`config.mk`:
```
export PLATFORM = sky130hd
export DESIGN_NAME = key_debouncer
export DESIGN_NICKNAME = d
export VERILOG_FILES = /design/src/rtl/key_debouncer.sv
export SDC_FILE = /design/constraint.sdc
export NUM_CORES = 1
export LEC_CHECK = 0
export ABC_AREA = 1
export CORE_MARGIN = 5
export CORE_UTILIZATION = 49
export DETAILED_ROUTE_END_ITERATION = 10
export PLACE_DENSITY = 0.78
export SLEW_MARGIN = 20
export SYNTH_ARGS = -nofsm -noshare
export SYNTH_HDL_FRONTEND = slang
export SYNTH_SLANG_ARGS = --single-unit
```
`constraint.sdc`:
```
create_clock -name clk -period 1.4 [get_ports clk]
set_input_delay 0.14 -clock clk [delete_from_list [all_inputs] [get_ports clk]]
set_output_delay 0.14 -clock clk [all_outputs]
set_load 0.03 [all_outputs]
```
`src/rtl/key_debouncer.sv`:
```
// Multi-channel key debouncer: two-flop synchroniser, shared prescaled sample tick,
// per-channel stability counter, registered level and one-clk rise/fall pulses.
module key_debouncer #(
  parameter int unsigned N       = 18,
  parameter int unsigned DIV_W   = 16,
  parameter int unsigned STABLE  = 4,
  parameter bit          RST_VAL = 1'b0
) (
  input  logic         clk,
  input  logic         rst,
  input  logic [N-1:0] key_in,
  output logic [N-1:0] key_out,
  output logic [N-1:0] key_rise,
  output logic [N-1:0] key_fall,
  output logic         tick
);

  localparam int unsigned       CW       = (STABLE > 1) ? $clog2(STABLE) : 1;
  localparam logic [CW-1:0]     CNT_LAST = CW'(STABLE - 1);
  localparam logic [DIV_W-1:0]  DIV_LAST = '1;

  logic [N-1:0]         s1_q, s1_d;
  logic [N-1:0]         s2_q, s2_d;
  logic [N-1:0]         out_q, out_d;
  logic [N-1:0]         rise_q, rise_d;
  logic [N-1:0]         fall_q, fall_d;
  logic [DIV_W-1:0]     div_q, div_d;
  logic                 tick_q, tick_d;
  logic [N-1:0][CW-1:0] cnt_q, cnt_d;

  // tick_q is registered from the next prescaler value, so it is high exactly
  // while div_q holds its terminal count.
  always_comb begin
    s1_d   = key_in;
    s2_d   = s1_q;
    div_d  = div_q + DIV_W'(1);
    tick_d = (div_d == DIV_LAST);
    out_d  = out_q;
    cnt_d  = cnt_q;
    rise_d = '0;
    fall_d = '0;
    if (tick_q) begin
      for (int unsigned i = 0; i < N; i++) begin
        if (s2_q[i] == out_q[i]) begin
          cnt_d[i] = '0;
        end else if (cnt_q[i] == CNT_LAST) begin
          out_d[i]  = s2_q[i];
          cnt_d[i]  = '0;
          rise_d[i] = s2_q[i];
          fall_d[i] = ~s2_q[i];
        end else begin
          cnt_d[i] = cnt_q[i] + CW'(1);
        end
      end
    end
  end

  always_ff @(posedge clk or negedge rst) begin
    if (!rst) begin
      s1_q   <= {N{RST_VAL}};
      s2_q   <= {N{RST_VAL}};
      out_q  <= {N{RST_VAL}};
      rise_q <= '0;
      fall_q <= '0;
      div_q  <= '0;
      tick_q <= 1'b0;
      cnt_q  <= '0;
    end else begin
      s1_q   <= s1_d;
      s2_q   <= s2_d;
      out_q  <= out_d;
      rise_q <= rise_d;
      fall_q <= fall_d;
      div_q  <= div_d;
      tick_q <= tick_d;
      cnt_q  <= cnt_d;
    end
  end

  assign key_out  = out_q;
  assign key_rise = rise_q;
  assign key_fall = fall_q;
  assign tick     = tick_q;

endmodule

```
# --- After elaboration in Yosys (flattened, before gate mapping) ---
# Cells that the tools add are included.
op_classes:
  addsub: 19
  n_reduce_logical: 18
  eq_ne: 37
  n_mux: 110
  n_bitwise: 36
ops:
  columns: ["op", "n"]
  rows:
  - ["$mux 1", 72]
  - ["$mux 2", 36]
  - ["$reduce_and 3->1", 18]
  - ["$add 2x1->2 const B", 18]
  - ["$eq 2x2->1 const B", 18]
  - ["$mux 18", 2]
  - ["$not 1->1", 36]
  - ["$eq 1x1->1", 18]
  - ["$add 16x1->16 const B", 1]
  - ["$eq 16x16->1 const B", 1]
totals:
  reg_bits: 143
  inputBits: 20
  out_inout_bits: 55
  wordCells: 262

# --- Logic depth before layout (Yosys ltp) ---
logic_depth:
  word_depth: 4
  mapped_depth: 10
  depth_no_buf: 10

# --- Worst setup path after synthesis ---
# Ideal clock, no wire load.
synth_path:
  path_type: "flip-flop to flip-flop"
  from: "reg tick_q (netlist: tick)"
  to: "reg out_q[17] (netlist: key_out[17])"
  required_ns: 1.274
  t_arrival_ns: 1.222
  setup_slack_ns: 0.051
  stages_incl_launch_ff: 6
  setup_time_ns: 0.126
  n_path_buf: 2
  period_less_slack_ns: 1.349
  path_cell_list: "dfrtp_1 -> clkbuf_1 -> buf_2 -> nand3_1 -> nand2_1 -> o21ai_0"
synth_via:
  elab_chain_len: 1
synth_lines:
  columns: ["element", "line_no", "text"]
  rows:
  - ["start, declared", "28", "logic tick_q, tick_d;"]
  - ["start signal, assigned", "75", "tick_q <= tick_d;"]
  - ["$reduce_and 3->1 (no line)", null, null]
  - ["end signal, assigned", "62", "out_q <= {N{RST_VAL}};"]
  - ["end signal, assigned", "71", "out_q <= out_d;"]
  - ["end, declared", "24", "logic [N-1:0] out_q, out_d;"]
# No other way between the ends.
# A chain may end at the register's enable or synchronous reset.

# --- Worst setup path in the final report ---
layout_path:
  from: "reg div_q[0]"
  to: "reg tick_q (netlist: tick)"
layout_via:
  elab_chain_len: 2
layout_lines:
  columns: ["element", "line_no", "text"]
  rows:
  - ["start, declared", "27", "logic [DIV_W-1:0] div_q, div_d;"]
  - ["start signal, assigned", "74", "div_q <= div_d;"]
  - ["$add 16x1->16", "36", "div_d = div_q + DIV_W'(1);"]
  - ["$eq 16x16->1", "37", "tick_d = (div_d == DIV_LAST);"]
  - ["net tick_d", "28", null]
# The timed path passes the listed nets, and every way through them passes these cells.

==> results.py <==
metrics = {
    "run_status": {
        "run_status": "finished clean",
    },
    "timing": {
        "layout_min_cycle_time_ps": 1380,
        "grt_setup_unrepaired": "yes",
        "finalHoldWorstSlack_ps": 152.0,
        "worstMarginPinSlew_ps": 347.8,
        "post-route-period-util_pct": 98.59,
        "worst_slack_ps": 19.75,
        "skew_ps": 5.645,
        "fmax_ghz": 0.7245,
        "finalSetupViolations": 0,
        "relSlewSlack_pct": 76.81,
        "finalHoldViolCount": 0,
        "drv_slew": 0,
    },
    "clocking": {
        "clk_pin_slew_worst_paths_ps": 60,
        "htreeDepth": 4,
        "clock_latency_ps": 420,
        "cts.path.max_buffers": 2,
        "cts-buffers-inserted": 17,
        "cts.sinks": 143,
        "cts_tree": "done",
        "cts-root-buf": "clkbuf_16",
    },
    "floorplan": {
        "die_h_um": 116.7,
        "num_rows": 39,
        "ios": 75,
        "die_w_um": 116.7,
        "die_area_um2": 13630,
        "core_um2": 11270,
        "initial_core_util_pct": 49.53,
    },
    "worst_setup_path": {
        "cp_common_cell": "nand2_1",
        "critPathSlowestCell": "dfrtp_1",
        "startpoint_type": "flop",
        "arrival_ps": 1720,
        "cp_max_fo": 3,
        "cp_top_family": "simple AND/OR/NAND/NOR gates",
        "required_ps": 1740,
        "cp_num_buf_inv": 1,
        "reg2reg_depth": 10,
        "crit_path_start": "div_q[0]$_DFF_PN0_",
        "r2r_slack_ps": 20,
        "rr_endpoint": "tick$_DFF_PN0_",
        "path_cells": "ha_2 -> nand2_2 -> inv_1 -> nand2_1 -> nand2_1 -> nor2_1 -> nand2_1 -> a21oi_2 -> nand3_1 -> nor2_1",
        "endpoint_kind": "flop",
        "path_class": "reg -> reg",
        "crit_path_end": "tick$_DFF_PN0_",
        "cp.depth": 10,
        "worst_r2r_startpoint": "div_q[0]$_DFF_PN0_",
        "critical_path.max_stage_delay_ps": 380,
    },
    "global_routing": {
        "antenna_found_initial": 0,
        "grt_overflow_total": 0,
        "grt_start_max_net_pins": 76,
        "grt_usage_pct": 16.70,
        "grt_pass1_vias": 3965,
        "grt_pass1_wl_um": 17480,
    },
    "route": {
        "vias": 3786,
        "viasPerCell": 4.879,
        "first_iter_violations": 271,
        "route.detailed.drc": 0,
        "routed_wl_um": 10250,
        "antenna_left": 0,
        "wl_per_cell_um": 13.21,
        "drtPass1Iterations": 4,
    },
    "min_path": {
        "min_path_type": "in -> async",
    },
    "yosys": {
        "synth_warnings": 0,
        "ys_seq_elements": 143,
        "ys_seq_area_share_pct": 64.10,
        "avgSynthCellArea_um2": 10.59,
        "synth_cell_types": 21,
        "synth_cells": 527,
        "syn_nets": 567,
        "syn-cell-area_um2": 5583,
    },
    "placement": {
        "portBuffers": 74,
        "place_hpwl_um": 6976,
        "pre_cts_slack_ps": -51.71,
        "place_congestion": 0.7645,
    },
    "cells_and_area": {
        "layout_common_cells": "dfrtp_1 (142), nor2_1 (82), inv_1 (74)",
        "drive_above_1_share_pct": 13.59,
        "diodes": 0,
        "final_common_cell": "dfrtp_1",
        "fin_nets": 660,
        "syn_to_final_growth_pct": 28.66,
    },
    "pwr": {
        "p_per_area_nw_per_um2": 1277,
        "ir_drop_mv": 1.017,
        "power_leakage_uw": 0.003752,
    },
    "flow_run": {
        "maxCapViolations": 0,
    },
}
registers in the layout, indices dropped and copies added, names as in the netlist:
signal and cells:
cnt_q 36, key_fall 18, key_out 18, key_rise 18, s1_q 18, s2_q 18
div_q 16, tick 1
worst reg2reg max path: stages, from the launching register on:
cell and delay [ps]:
dfrtp_1 380, ha_2 210, nand2_2 60, inv_1 50, nand2_1 80, nand2_1 80
nor2_1 90, nand2_1 70, a21oi_2 100, nand3_1 90, nor2_1 100
worst min path at each step:
| stage | from | to | slack (ps) |
|---|---|---|---|
| floorplan | rst | cnt_q[0]$_DFFE_PN0P_ | -160 |
| global placement | rst | s1_q[12]$_DFF_PN0_ | 5 |
| detailed placement | rst | s2_q[12]$_DFF_PN0_ | 8 |
| CTS | rst | s1_q[12]$_DFF_PN0_ | 130 |
| global route | key_in[17] | s1_q[17]$_DFF_PN0_ | 140 |
| finish | rst | key_rise[12]$_DFF_PN0_ | 150 |
Yosys cell counts, drive strengths merged:
cell type    n  area, um2
xnor2        2      25.03
dfrtp      143       3578
xor2        19      173.9
nand3       45      235.2
nand2       58      220.2
ha          20      250.2
inv         76      285.3
o21ai       36      180.2
clkbuf       6      22.52
nor2        91      376.6
nand3b       2      15.01
buf          4      20.02
nand4        6      37.54
a31o        18      157.7
a21oi        1      5.000
report_power, final:
part,switching [uW],internal [uW]
Combinational,121,82.9
Sequential,32.9,4190
Clock,1640,3110
logic make-up after synthesis:
kind of cell | count (synthesis) | share of synthesized area (%)
simple gates | 202 | 15.85
flops | 143 | 64.10
buf+inv | 86 | 5.872
compound gates | 55 | 6.141
xor+xnor | 21 | 3.564
fa+ha+maj | 20 | 4.482
per-stage QoR:
stage                     setup TNS (ps)  cells  cell area, um2  utilization (%)  power, uW
after global routing              -82.16    776            7183            63.73       9510
after CTS                              0    776            7163            63.55       9269
final                                  0    776            7183            63.73       9170
after global placement                 0    743            6578            58.35       4489
after floorplan                        0    527            5583                -       4327
after detailed placement          -51.71    743            6578            58.35       4501
per-layer routing:
| metal | share of wire [%] | track usage, % | vias to the layer above |
|---|---|---|---|
| li1 | - | - | 1867 |
| met1 | 41 | 18.67 | 1829 |
| met2 | 52 | 28.52 | 68 |
| met3 | 5.9 | 6.166 | 22 |
| met4 | 2.0 | 7.492 | 0 |
| met5 | 0 | 0 | - |
repair_timing:
item                                    CTS  global route
endpoints found under the setup margin   55            15
pin swaps                                 1             0
resized for setup                        59            23
cloned                                    0             0
hold buffers                              1             0
endpoints found under the hold margin   143             0
setup buffers                             0             0
cell type report:
| class | count | area, um2 |
|---|---|---|
| fillers | 859 | 4089 |
| flip-flops and latches | 143 | 3580 |
| multi-input cells | 298 | 1708 |
| repair buffers | 84 | 799.5 |
| clock buffers | 21 | 470.5 |
| inverters | 76 | 285.3 |
| well taps | 143 | 178.9 |
| clock inverters | 11 | 161.4 |
Note: power is estimated with default switching activity, not from simulation.
